[config.mk]
export PLATFORM = sky130hd
export DESIGN_NAME = lsq_dmem_arbiter_flat
export DESIGN_NICKNAME = d
export VERILOG_FILES = /design/src/rtl/lsq_pkg.sv /design/src/rtl/lsq_dmem_arbiter_if.sv /design/src/rtl/lsq_dmem_arbiter.sv /design/src/flat_wrapper.sv
export SDC_FILE = /design/constraint.sdc
export NUM_CORES = 1
export LEC_CHECK = 0
export BUFFER_PORTS_ARGS = -buffer_cell sky130_fd_sc_hd__buf_2
export CAP_MARGIN = 0
export CORE_UTILIZATION = 30
export CTS_CLUSTER_DIAMETER = 150
export DETAILED_ROUTE_END_ITERATION = 6
export PLACE_DENSITY = 0.56
export SYNTH_ARGS = -nofsm -noshare
export SYNTH_HDL_FRONTEND = slang
export SYNTH_SLANG_ARGS = --single-unit
[constraint.sdc]
create_clock -name clk -period 1.98 [get_ports clk]
set_input_delay 0.297 -clock clk [delete_from_list [all_inputs] [get_ports clk]]
set_output_delay 0.297 -clock clk [all_outputs]
set_load 0.01 [all_outputs]
[src/rtl/lsq_pkg.sv]
// ---------------------------------------------------------------------------
// lsq_pkg
// Shared definitions for the LSQ data-memory arbiter: data width, the
// arbiter FSM state type, the load/store op encoding used by the LSQ, and a
// small saturating-increment helper for the starvation counter.
// ---------------------------------------------------------------------------
package lsq_pkg;

    localparam int XLEN = 32;

    // Op bit as carried by the LSQ.
    localparam logic MEM_LD = 1'b0;
    localparam logic MEM_ST = 1'b1;

    typedef enum logic [1:0] {
        IDLE = 2'd0,
        REQ  = 2'd1,
        WAIT = 2'd2
    } dmem_state_t;

    // Increment v by one, never exceeding lim.
    function automatic logic [3:0] sat_inc4(input logic [3:0] v, input logic [3:0] lim);
        logic [3:0] r;
        if (v >= lim) begin
            r = lim;
        end else begin
            r = v + 4'd1;
        end
        return r;
    endfunction

endpackage

[src/rtl/lsq_dmem_arbiter_if.sv]
// ---------------------------------------------------------------------------
// lsq_dmem_arbiter_if
// Bundles the load request, store request, data-memory and response signals
// of the LSQ data-memory arbiter.
//   slave  : the arbiter's view (takes requests, drives memory + responses)
//   master : the surrounding LSQ / memory environment's view
// ---------------------------------------------------------------------------
interface lsq_dmem_arbiter_if;
    import lsq_pkg::*;

    // load request side
    logic            ld_valid;
    logic            ld_ready;
    logic [XLEN-1:0] ld_pc;
    logic [XLEN-1:0] ld_addr;
    // store request side
    logic            st_valid;
    logic            st_ready;
    logic [XLEN-1:0] st_pc;
    logic [XLEN-1:0] st_addr;
    logic [XLEN-1:0] st_data;
    // branch-mispredict kill of loads
    logic            flush;
    // data-memory port
    logic            mem_req;
    logic            mem_we;
    logic [XLEN-1:0] mem_addr;
    logic [XLEN-1:0] mem_wdata;
    logic            mem_gnt;
    logic            mem_rvalid;
    logic [XLEN-1:0] mem_rdata;
    // completions
    logic            ld_resp_valid;
    logic [XLEN-1:0] ld_resp_pc;
    logic [XLEN-1:0] ld_resp_data;
    logic            st_done;
    logic [XLEN-1:0] st_done_pc;
    logic            busy;

    modport slave (
        input  ld_valid, ld_pc, ld_addr,
        input  st_valid, st_pc, st_addr, st_data,
        input  flush,
        input  mem_gnt, mem_rvalid, mem_rdata,
        output ld_ready, st_ready,
        output mem_req, mem_we, mem_addr, mem_wdata,
        output ld_resp_valid, ld_resp_pc, ld_resp_data,
        output st_done, st_done_pc, busy
    );

    modport master (
        output ld_valid, ld_pc, ld_addr,
        output st_valid, st_pc, st_addr, st_data,
        output flush,
        output mem_gnt, mem_rvalid, mem_rdata,
        input  ld_ready, st_ready,
        input  mem_req, mem_we, mem_addr, mem_wdata,
        input  ld_resp_valid, ld_resp_pc, ld_resp_data,
        input  st_done, st_done_pc, busy
    );

endinterface

[src/rtl/lsq_dmem_arbiter.sv]
// ---------------------------------------------------------------------------
// lsq_dmem_arbiter
// Shares the single data-memory port between LSQ loads and committed stores.
// One transaction in flight: IDLE -> REQ (accepted) -> WAIT (granted) ->
// IDLE (completed, response pulse registered). Stores win arbitration unless
// a waiting load has lost STARVE_LIMIT consecutive times. flush kills an
// in-flight load's response without withdrawing the bus request.
// Ports:
//   clk   : clock, rising edge
//   rstn  : asynchronous active-low reset
//   bus   : lsq_dmem_arbiter_if.slave (requests, memory port, completions)
// ---------------------------------------------------------------------------
module lsq_dmem_arbiter
    import lsq_pkg::*;
#(
    parameter int unsigned STARVE_LIMIT = 4
) (
    input  logic               clk,
    input  logic               rstn,
    lsq_dmem_arbiter_if.slave  bus
);

    localparam logic [3:0] LIMIT = 4'(STARVE_LIMIT);

    dmem_state_t     state_r;
    logic            op_r;
    logic [XLEN-1:0] pc_r;
    logic            killed_r;
    logic [3:0]      starve_cnt_r;
    logic            mem_req_r;
    logic            mem_we_r;
    logic [XLEN-1:0] mem_addr_r;
    logic [XLEN-1:0] mem_wdata_r;
    logic            ld_resp_valid_r;
    logic [XLEN-1:0] ld_resp_pc_r;
    logic [XLEN-1:0] ld_resp_data_r;
    logic            st_done_r;
    logic [XLEN-1:0] st_done_pc_r;
    logic            busy_r;

    logic            ld_eff_s;
    logic            ld_win_s;
    logic            st_win_s;

    // Arbitration: only in IDLE and out of reset; a flushed load cannot win.
    always_comb begin
        ld_win_s = 1'b0;
        st_win_s = 1'b0;
        ld_eff_s = bus.ld_valid & ~bus.flush;
        if (rstn && (state_r == IDLE)) begin
            if (bus.st_valid && ld_eff_s) begin
                if (starve_cnt_r == LIMIT) begin
                    ld_win_s = 1'b1;
                end else begin
                    st_win_s = 1'b1;
                end
            end else if (bus.st_valid) begin
                st_win_s = 1'b1;
            end else if (ld_eff_s) begin
                ld_win_s = 1'b1;
            end else begin
                ld_win_s = 1'b0;
                st_win_s = 1'b0;
            end
        end else begin
            ld_win_s = 1'b0;
            st_win_s = 1'b0;
        end
    end

    // Starvation counter: counts store wins over a waiting load.
    always_ff @(posedge clk or negedge rstn) begin
        if (!rstn) begin
            starve_cnt_r <= 4'd0;
        end else if (state_r == IDLE) begin
            if (ld_win_s || !bus.ld_valid) begin
                starve_cnt_r <= 4'd0;
            end else if (st_win_s) begin
                starve_cnt_r <= sat_inc4(starve_cnt_r, LIMIT);
            end else begin
                starve_cnt_r <= starve_cnt_r;
            end
        end else begin
            starve_cnt_r <= starve_cnt_r;
        end
    end

    // Transaction FSM with registered memory-side and completion outputs.
    always_ff @(posedge clk or negedge rstn) begin
        if (!rstn) begin
            state_r         <= IDLE;
            op_r            <= MEM_LD;
            pc_r            <= '0;
            killed_r        <= 1'b0;
            mem_req_r       <= 1'b0;
            mem_we_r        <= 1'b0;
            mem_addr_r      <= '0;
            mem_wdata_r     <= '0;
            ld_resp_valid_r <= 1'b0;
            ld_resp_pc_r    <= '0;
            ld_resp_data_r  <= '0;
            st_done_r       <= 1'b0;
            st_done_pc_r    <= '0;
            busy_r          <= 1'b0;
        end else begin
            // completion pulses are single-cycle
            ld_resp_valid_r <= 1'b0;
            st_done_r       <= 1'b0;
            case (state_r)
                IDLE: begin
                    if (st_win_s) begin
                        state_r     <= REQ;
                        busy_r      <= 1'b1;
                        mem_req_r   <= 1'b1;
                        killed_r    <= 1'b0;
                        op_r        <= MEM_ST;
                        mem_we_r    <= 1'b1;
                        pc_r        <= bus.st_pc;
                        mem_addr_r  <= bus.st_addr;
                        mem_wdata_r <= bus.st_data;
                    end else if (ld_win_s) begin
                        state_r     <= REQ;
                        busy_r      <= 1'b1;
                        mem_req_r   <= 1'b1;
                        killed_r    <= 1'b0;
                        op_r        <= MEM_LD;
                        mem_we_r    <= 1'b0;
                        pc_r        <= bus.ld_pc;
                        mem_addr_r  <= bus.ld_addr;
                    end else begin
                        state_r     <= IDLE;
                    end
                end
                REQ: begin
                    if (bus.flush && (op_r == MEM_LD)) begin
                        killed_r <= 1'b1;
                    end
                    if (bus.mem_gnt) begin
                        mem_req_r <= 1'b0;
                        state_r   <= WAIT;
                    end
                end
                WAIT: begin
                    if (bus.flush && (op_r == MEM_LD)) begin
                        killed_r <= 1'b1;
                    end
                    if (bus.mem_rvalid) begin
                        state_r <= IDLE;
                        busy_r  <= 1'b0;
                        if (op_r == MEM_ST) begin
                            st_done_r    <= 1'b1;
                            st_done_pc_r <= pc_r;
                        end else if (!(killed_r || bus.flush)) begin
                            // a flush arriving with rvalid also kills the load
                            ld_resp_valid_r <= 1'b1;
                            ld_resp_pc_r    <= pc_r;
                            ld_resp_data_r  <= bus.mem_rdata;
                        end
                    end
                end
                default: begin
                    state_r   <= IDLE;
                    busy_r    <= 1'b0;
                    mem_req_r <= 1'b0;
                end
            endcase
        end
    end

    assign bus.ld_ready      = ld_win_s;
    assign bus.st_ready      = st_win_s;
    assign bus.mem_req       = mem_req_r;
    assign bus.mem_we        = mem_we_r;
    assign bus.mem_addr      = mem_addr_r;
    assign bus.mem_wdata     = mem_wdata_r;
    assign bus.ld_resp_valid = ld_resp_valid_r;
    assign bus.ld_resp_pc    = ld_resp_pc_r;
    assign bus.ld_resp_data  = ld_resp_data_r;
    assign bus.st_done       = st_done_r;
    assign bus.st_done_pc    = st_done_pc_r;
    assign bus.busy          = busy_r;

endmodule

[src/flat_wrapper.sv]
// flat-port wrapper written by rule: the top's interface ports become plain ports
module lsq_dmem_arbiter_flat import lsq_pkg::*;
#(
    parameter int unsigned STARVE_LIMIT = 4
)
  (clk, rstn, bus_ld_valid, bus_ld_pc, bus_ld_addr, bus_st_valid, bus_st_pc, bus_st_addr, bus_st_data, bus_flush, bus_mem_gnt, bus_mem_rvalid, bus_mem_rdata, bus_ld_ready, bus_st_ready, bus_mem_req, bus_mem_we, bus_mem_addr, bus_mem_wdata, bus_ld_resp_valid, bus_ld_resp_pc, bus_ld_resp_data, bus_st_done, bus_st_done_pc, bus_busy);
  lsq_dmem_arbiter_if bus_i ();
  input  logic clk;
  input  logic rstn;
  input wire logic [$bits(bus_i.ld_valid)-1:0] bus_ld_valid;
  input wire logic [$bits(bus_i.ld_pc)-1:0] bus_ld_pc;
  input wire logic [$bits(bus_i.ld_addr)-1:0] bus_ld_addr;
  input wire logic [$bits(bus_i.st_valid)-1:0] bus_st_valid;
  input wire logic [$bits(bus_i.st_pc)-1:0] bus_st_pc;
  input wire logic [$bits(bus_i.st_addr)-1:0] bus_st_addr;
  input wire logic [$bits(bus_i.st_data)-1:0] bus_st_data;
  input wire logic [$bits(bus_i.flush)-1:0] bus_flush;
  input wire logic [$bits(bus_i.mem_gnt)-1:0] bus_mem_gnt;
  input wire logic [$bits(bus_i.mem_rvalid)-1:0] bus_mem_rvalid;
  input wire logic [$bits(bus_i.mem_rdata)-1:0] bus_mem_rdata;
  output wire logic [$bits(bus_i.ld_ready)-1:0] bus_ld_ready;
  output wire logic [$bits(bus_i.st_ready)-1:0] bus_st_ready;
  output wire logic [$bits(bus_i.mem_req)-1:0] bus_mem_req;
  output wire logic [$bits(bus_i.mem_we)-1:0] bus_mem_we;
  output wire logic [$bits(bus_i.mem_addr)-1:0] bus_mem_addr;
  output wire logic [$bits(bus_i.mem_wdata)-1:0] bus_mem_wdata;
  output wire logic [$bits(bus_i.ld_resp_valid)-1:0] bus_ld_resp_valid;
  output wire logic [$bits(bus_i.ld_resp_pc)-1:0] bus_ld_resp_pc;
  output wire logic [$bits(bus_i.ld_resp_data)-1:0] bus_ld_resp_data;
  output wire logic [$bits(bus_i.st_done)-1:0] bus_st_done;
  output wire logic [$bits(bus_i.st_done_pc)-1:0] bus_st_done_pc;
  output wire logic [$bits(bus_i.busy)-1:0] bus_busy;
  assign bus_i.ld_valid = bus_ld_valid;
  assign bus_i.ld_pc = bus_ld_pc;
  assign bus_i.ld_addr = bus_ld_addr;
  assign bus_i.st_valid = bus_st_valid;
  assign bus_i.st_pc = bus_st_pc;
  assign bus_i.st_addr = bus_st_addr;
  assign bus_i.st_data = bus_st_data;
  assign bus_i.flush = bus_flush;
  assign bus_i.mem_gnt = bus_mem_gnt;
  assign bus_i.mem_rvalid = bus_mem_rvalid;
  assign bus_i.mem_rdata = bus_mem_rdata;
  assign bus_ld_ready = bus_i.ld_ready;
  assign bus_st_ready = bus_i.st_ready;
  assign bus_mem_req = bus_i.mem_req;
  assign bus_mem_we = bus_i.mem_we;
  assign bus_mem_addr = bus_i.mem_addr;
  assign bus_mem_wdata = bus_i.mem_wdata;
  assign bus_ld_resp_valid = bus_i.ld_resp_valid;
  assign bus_ld_resp_pc = bus_i.ld_resp_pc;
  assign bus_ld_resp_data = bus_i.ld_resp_data;
  assign bus_st_done = bus_i.st_done;
  assign bus_st_done_pc = bus_i.st_done_pc;
  assign bus_busy = bus_i.busy;
  lsq_dmem_arbiter #(.STARVE_LIMIT(STARVE_LIMIT)) u_core (.clk(clk), .rstn(rstn), .bus(bus_i));
endmodule
==> impl_metrics.sql <==
INSERT INTO impl_metrics (metric_group, metric, value, unit) VALUES
('outcome', 'status', 'finished, violations left', ''),
('outcome', 'violations', 'negative setup slack', ''),
('worst_setup_path', 'crit_chain', 'inv_2 > ha_4 > nand3b_1 > a2111oi_4 > buf_4 > buf_6', ''),
('global_routing', 'pin_count_of_the_biggest_net_entering_global_routing', '116', ''),
('floorplan', 'io_pins', '366', ''),
('drt', 'detail_route.drc_violations', '0', ''),
('global_routing', 'all_layer_global_routing_usage', '0.1755', ''),
('drt', 'wl_met1', '11230', 'um'),
('clock_tree', 'insertion_delay_of_the_later_clocked_pin_in_the_worst_skew_pair', '0.52', 'ns'),
('sta', 'final_critical_path_setup_slack', '-0.2303', 'ns'),
('worst_setup_path', 'max_stage_delay', '0.40', 'ns'),
('global_routing', 'antenna_found_initial', '0', ''),
('placed_design', 'place_congestion', '0.7508', ''),
('worst_hold_path', 'hold_path_class', 'primary input to flip-flop', ''),
('floorplan', 'initial_utilization', '0.3055', ''),
('floorplan', 'die_height', '167.7', 'um'),
('logic_synthesis', 'synth_cells', '754', ''),
('sta', 'finalSetupViolations', '2', ''),
('power', 'power_frac_seq', '0.389', ''),
('sta', 'hold_violations', '0', ''),
('drt', 'drtPass1Iterations', '4', ''),
('floorplan', 'num_rows', '60', ''),
('clock_tree', 'cts_tree', 'built', ''),
('worst_setup_path', 'worstPathRequired', '1.68', 'ns'),
('logic_synthesis', 'mappedNetlistNets', '958', ''),
('finish', 'final-instance-count-excl-fill', '1590', ''),
('power', 'power.density_cell_area', '1427', 'mW/mm^2'),
('worst_setup_path', 'critPathLaunchType', 'flip-flop', ''),
('placed_design', 'dp.final_hpwl', '16140', 'um'),
('sta', 'worst-slew-pin-transition', '0.6695', 'ns'),
('finish', 'area_growth_syn_to_layout', '53.37', '%'),
('sta', 'final_sum_of_negative_setup_slack', '-0.3924', 'ns'),
('sta', 'timing.clock.skew', '0.02109', 'ns'),
('clock_tree', 'clock_path_buffers', '3', ''),
('logic_synthesis', 'netlist_area_before_placement', '0.008234', 'sq mm'),
('drt', 'antenna_violating_nets_post_route', '0', ''),
('clock_tree', 'cts_root_buf', 'clkbuf_16', ''),
('worst_setup_path', 'end_kind', 'primary output', ''),
('flow_run', 'max_cap_violations', '0', ''),
('sta', 'fmaxAchievable', '452.4', 'MHz'),
('power', 'power.switching', '0.006330', 'W'),
('power', 'power.static_leakage', '6.604', 'nW'),
('finish', 'utilization', '0.4686', ''),
('worst_setup_path', 'critical_path_class', 'flip-flop to primary output', ''),
('sta', 'grt_setup_unrepaired', 'yes', ''),
('floorplan', 'coreArea', '0.02695', 'sq mm'),
('worst_setup_path', 'timing.reg2reg.setup_slack', '0.08', 'ns'),
('drt', 'detail_route.wl_per_cell', '16.68', 'um'),
('drt', 'drt_wl_total', '26520', 'um'),
('sta', 'period_minus_slack', '2.210', 'ns'),
('sta', 'max-slew-margin-rel', '0.5537', ''),
('drt', 'wl_met2', '13280', 'um'),
('finish', 'fraction_of_layout_instances_using_a_drive_strength_above_1', '0.4351', ''),
('power', 'p_comb_frac', '0.362', ''),
('finish', 'finalNetCount', '1435', ''),
('clock_tree', 'cts-htree-levels', '1', ''),
('power', 'clock_power_share', '0.250', ''),
('clock_tree', 'tritoncts_num_sinks', '204', ''),
('worst_setup_path', 'worstPathArrival', '1.91', 'ns'),
('logic_synthesis', 'syn-mean-instance-area', '10.92', 'sq um'),
('drt', 'num_vias', '7390', ''),
('floorplan', 'die-area', '0.02811', 'sq mm'),
('worst_setup_path', 'worst_path_max_delay_cell', 'dfrtp_1', ''),
('logic_synthesis', 'yosysSeqAreaShare', '0.6200', ''),
('worst_setup_path', 'critical_path_peak_fanout', '3', ''),
('clock_tree', 'clk_pin_slew', '0.06', 'ns'),
('global_routing', 'grt-ovfl-total', '0', ''),
('power', 'internal-power', '0.01169', 'W'),
('sta', 'maxSlewViolCount', '0', ''),
('logic_synthesis', 'ys_seq_elements', '204', ''),
('drt', 'dr.first_iter.drc_count', '385', '');
-- worst max-delay path: cells and delay by family (launching register included) --
family / cells / cell delay, ns
AND/OR/NAND/NOR: 1 / 0.20
AO/OA/AOI/OAI: 1 / 0.34
buffers and inverters: 3 / 0.33
flip-flops: 1 / 0.40
adder cells (fa/ha/maj): 1 / 0.11
-- what timing repair did --
action | CTS | global route
hold buffers | 100 | 0
resized for setup | 8 | 13
cloned | 0 | 5
buffers inserted | 7 | 1
pin swaps | 2 | 1
hold endpoints to repair | 140 | 0
endpoints found under the setup margin | 2 | 88
-- worst paths after layout --
path / from / end / depth (start not counted)
min in group asynchronous: rstn / u_core.starve_cnt_r[3] / 2
min reg2reg: u_core.bus.mem_wdata[16] / u_core.bus.mem_wdata[16] / 2
max in group asynchronous: rstn / u_core.bus.mem_wdata[11] / 4
min: bus_ld_pc[21] / u_core.pc_r[21] / 3
max: u_core.starve_cnt_r[1] / bus_ld_ready / 6
max reg2reg: u_core.starve_cnt_r[1] / u_core.bus.mem_addr[16] / 9
-- cells by family (layout without fill, tap and decap cells) --
| kind of cell | after synthesis | count (layout) | share of synthesized area |
|---|---|---|---|
| buffers and inverters | 55 | 549 | 0.03009 |
| other | 0 | 1 | 0 |
| DFF | 204 | 204 | 0.6200 |
| and+or+nand+nor | 245 | 245 | 0.1158 |
| muxes | 98 | 98 | 0.1339 |
| AOI/OAI and AO/OA | 147 | 147 | 0.09269 |
| adders and majority gates | 5 | 5 | 0.007598 |
-- Yosys cell counts --
cell type	count	area share
dfrtp_1	204	0.62
nand2_1	161	0.073
a21oi_1	136	0.083
mux2_2	97	0.13
nor2_1	70	0.032
buf_2	33	0.020
clkbuf_1	11	0.0050
inv_1	10	0.0046
ha_1	5	0.0076
nor2b_1	4	0.0030
nand3_1	3	0.0018
o21ai_0	3	0.0018
nand2b_1	2	0.0015
o211ai_1	2	0.0018
a2111oi_0	1	0.0011
a211o_1	1	0.0011
a22o_1	1	0.0011
and2_1	1	0.00076
and3_1	1	0.00076
inv_2	1	0.00046
mux2i_1	1	0.0012
nand3b_1	1	0.00091
nor3_1	1	0.00061
nor4b_1	1	0.0011
o211a_1	1	0.0012
o21ai_2	1	0.0011
o31ai_1	1	0.00091
-- layer usage --
metal,vias to the layer above,track usage
li1,3473,-
met4,0,0.04946
met1,3604,0.2176
met2,279,0.3069
met3,34,0.03687
met5,-,0
-- layout by cell type (no fill, tap or decap), types with 2 or more instances in the layout --
cell type      netlist  final
a21oi_1            136    134
buf_12               0      8
buf_16               0      2
buf_2               33    362
buf_4                0     13
buf_6                0      4
clkbuf_1            11      4
clkbuf_16            0     28
clkbuf_8             0      8
clkinv_2             0      4
clkinvlp_4           0      2
dfrtp_1            204    204
dlygate4sd3_1        0    100
ha_1                 5      3
inv_1               10      8
inv_2                1      2
inv_6                0      2
mux2_2              97     97
nand2_1            161    161
nand2b_1             2      2
nor2_1              70     70
nor2b_1              4      4
o211ai_1             2      2
o21ai_0              3      3
-- metrics by stage --
stage	setup slack, ns	total power, W	hold slack, ns	area, sq um
after detailed placement	0.1752	0.01315	0.1422	10570
after global placement	0.2071	0.01301	0.1420	10570
after CTS	-0.2402	0.01800	0.0002338	12470
after global routing	-0.3243	0.01921	0.007663	12630
final	-0.2303	0.01802	0.02444	12630
after floorplan	0.2004	0.01027	0.001409	8234
-- power by group through the flow --
| stage | Sequential [W] | Combinational (W) | Clock [W] |
|---|---|---|---|
| floorplan | 0.00764 | 0.00263 | 0 |
| global placement | 0.00701 | 0.00601 | 0 |
| detailed placement | 0.00704 | 0.00611 | 0 |
| CTS | 0.00700 | 0.00635 | 0.00465 |
| global route | 0.00724 | 0.00717 | 0.00480 |
| finish | 0.00701 | 0.00652 | 0.00450 |
-- state kept, by name, indices dropped and copies added (netlist names) --
register / count
u_core.bus.ld_resp_data: 32
u_core.bus.ld_resp_pc: 32
u_core.bus.mem_addr: 32
u_core.bus.mem_wdata: 32
u_core.bus.st_done_pc: 32
u_core.pc_r: 32
u_core.starve_cnt_r: 4
u_core.state_r: 2
u_core.bus.busy: 1
u_core.bus.ld_resp_valid: 1
u_core.bus.mem_req: 1
u_core.bus.st_done: 1
u_core.killed_r: 1
u_core.op_r: 1
-- layout make-up --
type | count | area [sq um]
timing repair buffer | 494 | 3274
inverter | 11 | 42.54
sequential | 204 | 5105
tap | 341 | 426.7
clock inverter | 8 | 77.57
antenna | 1 | 2.502
clock buffer | 36 | 737.0
fill | 2491 | 14320
multi-input combinational | 495 | 2963
Power figures use the tool's default switching activity.
